[src/rtl/des_perm_pipe.sv]
// des_perm_pipe
//   Programmable bit permutation with a valid/ready pipeline. A table of
//   WIDTH entries selects, for every output bit k, which input bit feeds it
//   (DES numbering: bit 0 is the MSB). The permutation is applied when a
//   word is accepted and the result then flows through STAGES registers.
//   On reset the table holds the DES P permutation when WIDTH is 32 and the
//   identity mapping otherwise.
//
// Ports
//   clk        : single clock, rising edge
//   rst        : synchronous active-high reset
//   cfg_we     : table write strobe
//   cfg_idx    : output bit position being written
//   cfg_src    : input bit that position should copy
//   cfg_err    : one-cycle pulse after a rejected (out-of-range) write
//   in_valid   : in_data holds a word
//   in_ready   : the block takes in_data this cycle
//   in_data    : word to permute, [0:WIDTH-1], bit 0 = MSB
//   out_valid  : out_data holds a permuted word
//   out_ready  : consumer takes out_data this cycle
//   out_data   : permuted word, straight from the last stage register
module des_perm_pipe #(
   parameter int WIDTH  = 32,
   parameter int IDX_W  = 5,
   parameter int STAGES = 2
) (
   input  logic             clk,
   input  logic             rst,
   input  logic             cfg_we,
   input  logic [IDX_W-1:0] cfg_idx,
   input  logic [IDX_W-1:0] cfg_src,
   output logic             cfg_err,
   input  logic             in_valid,
   output logic             in_ready,
   input  logic [0:WIDTH-1] in_data,
   output logic             out_valid,
   input  logic             out_ready,
   output logic [0:WIDTH-1] out_data
);

   // DES P permutation: entry k is the input bit that drives output bit k.
   localparam logic [4:0] DES_P [0:31] = '{
      5'd15, 5'd6,  5'd19, 5'd20, 5'd28, 5'd11, 5'd27, 5'd16,
      5'd0,  5'd14, 5'd22, 5'd25, 5'd4,  5'd17, 5'd30, 5'd9,
      5'd1,  5'd7,  5'd23, 5'd13, 5'd31, 5'd26, 5'd2,  5'd8,
      5'd18, 5'd12, 5'd29, 5'd5,  5'd21, 5'd10, 5'd3,  5'd24
   };

   // Reset value of table entry k.
   function automatic logic [IDX_W-1:0] reset_entry(input logic [6:0] k);
      logic [IDX_W-1:0] e;
      if (WIDTH == 32) begin
         e = IDX_W'(DES_P[k[4:0]]);
      end else begin
         e = IDX_W'(k);
      end
      return e;
   endfunction

   logic [IDX_W-1:0] perm_tab   [0:WIDTH-1];
   logic [0:WIDTH-1] stage_data [1:STAGES];
   logic [1:STAGES]  stage_vld;
   logic [1:STAGES]  stage_adv;
   logic [0:WIDTH-1] permuted;
   logic             cfg_ok;
   logic             accept;

   // A write is only honoured when both fields name an existing bit.
   always_comb begin
      cfg_ok = 1'b0;
      if ((32'(cfg_idx) < 32'(WIDTH)) && (32'(cfg_src) < 32'(WIDTH))) begin
         cfg_ok = 1'b1;
      end else begin
         cfg_ok = 1'b0;
      end
   end

   // Gather network: output bit k copies the input bit named by entry k.
   always_comb begin
      permuted = '0;
      for (int k = 0; k < WIDTH; k++) begin
         permuted[k] = in_data[perm_tab[k]];
      end
   end

   // Advance flags: a full stage moves on if some later stage has a hole,
   // or if every later stage is full and the consumer drains the last one.
   // Scanning from the tail keeps this free of self-referencing logic.
   always_comb begin
      logic bubble;
      bubble    = 1'b0;
      stage_adv = '0;
      for (int s = STAGES; s >= 1; s--) begin
         stage_adv[s] = stage_vld[s] & (out_ready | bubble);
         bubble       = bubble | ~stage_vld[s];
      end
   end

   // Input handshake; held low throughout reset.
   always_comb begin
      in_ready = 1'b0;
      if (rst) begin
         in_ready = 1'b0;
      end else begin
         in_ready = ~stage_vld[1] | stage_adv[1];
      end
   end

   assign accept = in_valid & in_ready;

   // Table storage. A write in the same cycle as an acceptance lands at the
   // edge, so that word was already permuted with the old entry.
   always_ff @(posedge clk) begin
      if (rst) begin
         for (int k = 0; k < WIDTH; k++) begin
            perm_tab[k] <= reset_entry(7'(k));
         end
      end else if (cfg_we && cfg_ok) begin
         perm_tab[cfg_idx] <= cfg_src;
      end
   end

   // Rejected-write flag, visible for exactly the cycle after the write.
   always_ff @(posedge clk) begin
      if (rst) begin
         cfg_err <= 1'b0;
      end else begin
         cfg_err <= cfg_we & ~cfg_ok;
      end
   end

   // Stage 1: loads the permuted word on acceptance, empties when it moves on.
   always_ff @(posedge clk) begin
      if (rst) begin
         stage_vld[1]  <= 1'b0;
         stage_data[1] <= '0;
      end else if (accept) begin
         stage_vld[1]  <= 1'b1;
         stage_data[1] <= permuted;
      end else if (stage_adv[1]) begin
         stage_vld[1]  <= 1'b0;
      end
   end

   for (genvar s = 2; s <= STAGES; s++) begin : g_stage
      // Stage s: takes the word from stage s-1, empties when it moves on.
      always_ff @(posedge clk) begin
         if (rst) begin
            stage_vld[s]  <= 1'b0;
            stage_data[s] <= '0;
         end else if (stage_adv[s-1]) begin
            stage_vld[s]  <= 1'b1;
            stage_data[s] <= stage_data[s-1];
         end else if (stage_adv[s]) begin
            stage_vld[s]  <= 1'b0;
         end
      end
   end

   assign out_valid = stage_vld[STAGES];
   assign out_data  = stage_data[STAGES];

endmodule

[config.mk]
export PLATFORM = sky130hd
export DESIGN_NAME = des_perm_pipe
export DESIGN_NICKNAME = d
export VERILOG_FILES = /design/src/rtl/des_perm_pipe.sv
export SDC_FILE = /design/constraint.sdc
export NUM_CORES = 1
export LEC_CHECK = 0
export ABC_AREA = 1
export CAP_MARGIN = 30
export CORE_ASPECT_RATIO = 0.75
export CORE_UTILIZATION = 30
export DETAILED_ROUTE_END_ITERATION = 10
export GPL_TIMING_DRIVEN = 0
export HOLD_SLACK_MARGIN = 0.12
export SLEW_MARGIN = 20
export SYNTH_ARGS = -nofsm -noshare
export SYNTH_HDL_FRONTEND = slang
export SYNTH_SLANG_ARGS = --single-unit
[constraint.sdc]
create_clock -name clk -period 3.8 [get_ports clk]
set_clock_uncertainty 0.15 [all_clocks]
set_input_delay 0.38 -clock clk [delete_from_list [all_inputs] [get_ports clk]]
set_output_delay 0.38 -clock clk [all_outputs]
set_load 0.02 [all_outputs]
* Word-level counts from Yosys, hierarchy flattened *
Memory sizes are Yosys's and may differ from the RTL's.
Cells that the tools add are included.

word-level totals
  memories = 2
  bits in writable memories = 224
  latch bits = 0
  bits in read-only memories = 0
  flip-flop bits (word level) = 2
  output and inout bits = 35
  word-level logic and storage cells = 229
  input bits = 47

memories
  name        depth  bits a word  rd ports  clocked after memory_dff  wr ports  RTL line  RTL
  perm_tab    32     5            32        0                         32        60        logic [IDX_W-1:0] perm_tab [0:WIDTH-1];
  stage_data  2      32           2         0                         2         61        logic [0:WIDTH-1] stage_data [1:STAGES];

operators by class
  divide/modulo/power cells = 0
  reductions and logical operators = 3
  bitwise logic cells = 41
  equality and inequality tests = 0
  shift operators = 0
  order comparisons = 32
  muxes and demuxes = 149
  $mul = 0
  add/subtract/negate cells = 0

operators with widths
  operator                                     count
  6-bit >= comparator (second input constant)  32
  5-bit NOT with 6-bit output                  32
  5-bit two-way mux                            34
  1-bit binary-select mux with 5-bit select    32
  1-bit two-way mux                            81
  32-bit two-way mux                           2
  5-bit OR reduction                           1
  1-bit OR                                     4
  2-bit nonzero test                           2
  1-bit bitwise AND                            3
  1-bit NOT                                    2

* Logic depth before layout (Yosys ltp) *
  word-level depth = 10
  depth in mapped cells = 11
  depth with buffers taken out = 9

* Least setup slack after synthesis *
Ideal clock, no wire load.

  path kind = input to register
  from = in out_ready
  to = mem stage_data[1][0] (netlist bit), enable pin
  path buffers = 0
  setup time = 0.466 ns
  arrival time = 2.839 ns
  setup slack = 0.345 ns
  data required time = 3.184 ns
  stages on the path = 4
  cells stage by stage = inv_1 > nand2_1 > nor2_1 > o21ai_0

RTL lines
  element      RTL line  RTL
  from (decl)  37        input logic out_ready,
  to (decl)    61

==> reports/results.tsv <==
stage	metric	value	unit
cells_and_area	leading cell type in the layout, fill and taps excluded	nand2_1	
drt	DR WL/cell	21.12	microns
clock_network	Post-CTS Setup Inserts	0	
global_route	vias in the first global route	19060	
cells_and_area	fillcell total	7031	
timing	final worst-path cycle share	91.96	%
clock_network	Gates resized, CTS repair	0	
synthesis	syn_nets	3231	
placement	Post-DP HPWL	60440	microns
die	die area	67360	sq um
die	Boundary Pins	82	
global_route	initial antenna violation count	3	
worst_setup_path	CP max-delay cell	clkdlybuf4s50_1	
power	sw power	2.714	mW
global_route	largest net degree at the start of global routing	33	
synthesis	EDFF count, synth	224	
worst_setup_path	most frequent CP cell	nand2_1	
power	Sequential Power Share	36.8	%
placement	Final GP Congestion	0.9802	
cells_and_area	Area Growth Syn to Fin	15.05	%
synthesis	register area share after synthesis	34.01	%
power	Internal	5.380	mW
placement	placed instance area	21860	sq um
clock_network	CTS Hold Buffers Added	0	
synthesis	Yosys warnings	0	
worst_setup_path	CP top delay family	buffers and inverters	
drt	Total Wirelength	88480	microns
drt	initial drt markers	3489	
global_route	first-pass GRT wire length	126200	microns
timing	Worst-Margin Slew	1.036	ns
global_route	total grt overflow	0	
power	Clk pwr share	37.8	%
cells_and_area	layout cells sized above 1	12.15	%
min_path	hold crit path type	primary input to register	
clock_network	CTS buffer count	28	
die	Die W	299.4	microns
timing	fmax	0.2862	GHz
synthesis	Netlist cell types	24	
die	core area	65370	sq um
drt	DR vias	22200	
worst_setup_path	CP Data Required Time	3.93	ns
timing	fin. max-slew vios	0	
timing	final hold violations	0	
placement	I/O Buffers	76	
cells_and_area	final core utilization	35.01	%
cells_and_area	Final #Nets	3343	
global_route	Top Usage Layer GRT	met1	
power	Tot Pwr	8.094	mW
power	VDD IR-drop max	278.7	uV
worst_setup_path	Arr. time, crit path	3.62	ns
synthesis	Main synth FF type	edfxtp_1	
die	Placement Rows	81	
worst_setup_path	crit-path cells	clkdlybuf4s50_1, inv_2, buf_6, nand2_1, nor2_2, buf_2, nand2_1, nor2_1	
min_path	worst hold path startpoint	cfg_src[4]	
global_route	met1 usage	36.02	%
power	combinational share of power	25.4	%
timing	final setup vio count	0	
power	switching share of power	33.53	%
worst_setup_path	CP max FO	10	
timing	worst relative slew slack	30.92	%
worst_setup_path	CP peak stage delay	0.74	ns
die	Die Y	225.0	microns
clock_network	CTS sink cnt	226	
clock_network	Clk Latency, worst-skew pair	0.61	ns
synthesis	asr flop ratio synth	0	%
worst_setup_path	CP endpoint kind	register	
clock_network	Worst-path clk slew	0.07	ns
global_route	grt met3 use	9.215	%
clock_network	CTS tree	built	
global_route	GR Util met2	34.98	%
clock_network	CTS Buffer Depth	3	
timing	RSZ-0062 raised after global routing	no	
cells_and_area	post-route cell area	22890	sq um
power	Cell Pwr Density	353.6	nW/um^2
synthesis	Cells after Synth	3184	
synthesis	post-synth design cell area	19890	sq um
drt	Vias/cell	5.299	
worst_setup_path	Crit Path Class	primary input to register	
drt	antenna-violating nets left	0	
timing	min Tclk post-route	3.494	ns
worst_setup_path	WP buf/inv	4	
worst_setup_path	launch point of the worst reg-to-reg path	out_valid	
drt	residual DRC count	0	
die	initial core utilization	30.43	%
clock_network	CTS Root Buffer Type	clkbuf_16	
synthesis	#FFs+latches synth	226	
run	max_cap viols	0	
drt	first-pass detailed-route iteration total	7	
cells_and_area	highest-count cells in the layout ignoring fill and taps	nand2_1, nand3_1, edfxtp_1, nor2_1, inv_1	
worst_setup_path	CP startpoint kind	primary input	
worst_setup_path	Setup crit start	rst	
synthesis	synthesized area per cell	6.248	sq um
run_status	status	finished clean	
clock_network	Max H-tree Level	1	
global_route	Global Route Usage Sum	25.40	%
power	leakage	10.53	nW
cells_and_area	Antenna Cells	0	
[area by class of cell]
| class | instances | area (sq um) | share of cell area (%) |
|---|---|---|---|
| multi-input combinational | 2457 | 10560 | 46.15 |
| clock inverter | 21 | 310.3 | 1.356 |
| inverter | 251 | 947.2 | 4.138 |
| sequential | 226 | 6766 | 29.56 |
| clock buffer | 31 | 721.9 | 3.154 |
| timing repair buffer | 82 | 844.6 | 3.690 |
| buffer | 250 | 1644 | 7.183 |
| tap | 871 | 1090 | 4.761 |
[synthesized netlist by cell type (6+ instances only)]
master	instances	share of area [%]
nand2_1	1366	26
inv_2	63	1.2
edfxtp_1	224	34
nor2_2	6	0.19
buf_2	145	3.6
clkbuf_1	18	0.34
buf_6	51	2.9
nor2_4	27	1.5
inv_1	186	3.5
o21ai_0	47	1.2
a21oi_1	98	2.5
nor2_1	209	3.9
nand3_1	673	17
buf_4	33	1.2
o21ai_1	19	0.48
[layer usage]
metal	vias up	share of wire, %
li1	10430	-
met4	2	3.5
met5	-	0.023
met3	222	15
met2	1451	39
met1	10090	42
[worst register-to-register path, cell delays in order (launching register included)]
cell,delay (ns)
dfxtp_1,0.31
nand2_1,0.15
nor2_1,0.11
inv_1,0.09
nand2_1,0.18
nor2_2,0.44
buf_2,0.57
nand2_1,0.11
nor2_1,0.66
[power by group through the flow]
| stage | logic [mW] | registers (mW) | clock network, mW |
|---|---|---|---|
| final | 2.06 | 2.98 | 3.06 |
| after global routing | 2.21 | 2.99 | 3.16 |
| after CTS | 1.98 | 2.97 | 3.08 |
| after detailed placement | 1.98 | 3.03 | 0 |
| after global placement | 1.96 | 3.03 | 0 |
| after floorplan | 1.26 | 3.03 | 0 |
[state kept, by name, indices dropped and copies added, names as in the netlist]
name,cells
out_valid,1
stage_data,64
perm_tab,160
stage_vld,1
[metrics by stage]
stage / setup TNS, ns / hold slack (ns) / std cells / worst slack (ns)
after floorplan: 0 / 0.2991 / 3184 / 0.3451
after global placement: -63.12 / 0.3498 / 4131 / -1.342
after detailed placement: 0 / 0.3784 / 4137 / 0.006416
after CTS: 0 / 0.3865 / 4189 / 0.6207
after global routing: 0 / 0.4263 / 4189 / 0.3740
final: 0 / 0.3837 / 4189 / 0.3056
[final timing paths]
| check | endpoint | slack, ns | cells after the start |
|---|---|---|---|
| min reg2reg | out_valid | 0.39 | 2 |
| min | perm_tab[0][4] | 0.38 | 3 |
| max | stage_data[1][15] | 0.31 | 8 |
| max reg2reg | stage_data[1][15] | 0.72 | 8 |
[cells by family (layout without fill, tap and decap cells)]
kind of cell / count (synthesis) / after routing / share of synthesized area [%]
simple gates: 2292 / 2292 / 48.89
buf+inv: 501 / 635 / 12.96
flops: 226 / 226 / 34.01
other cells: 1 / 1 / 0.01885
compound gates: 164 / 164 / 4.126
Power figures use the tool's default switching activity.
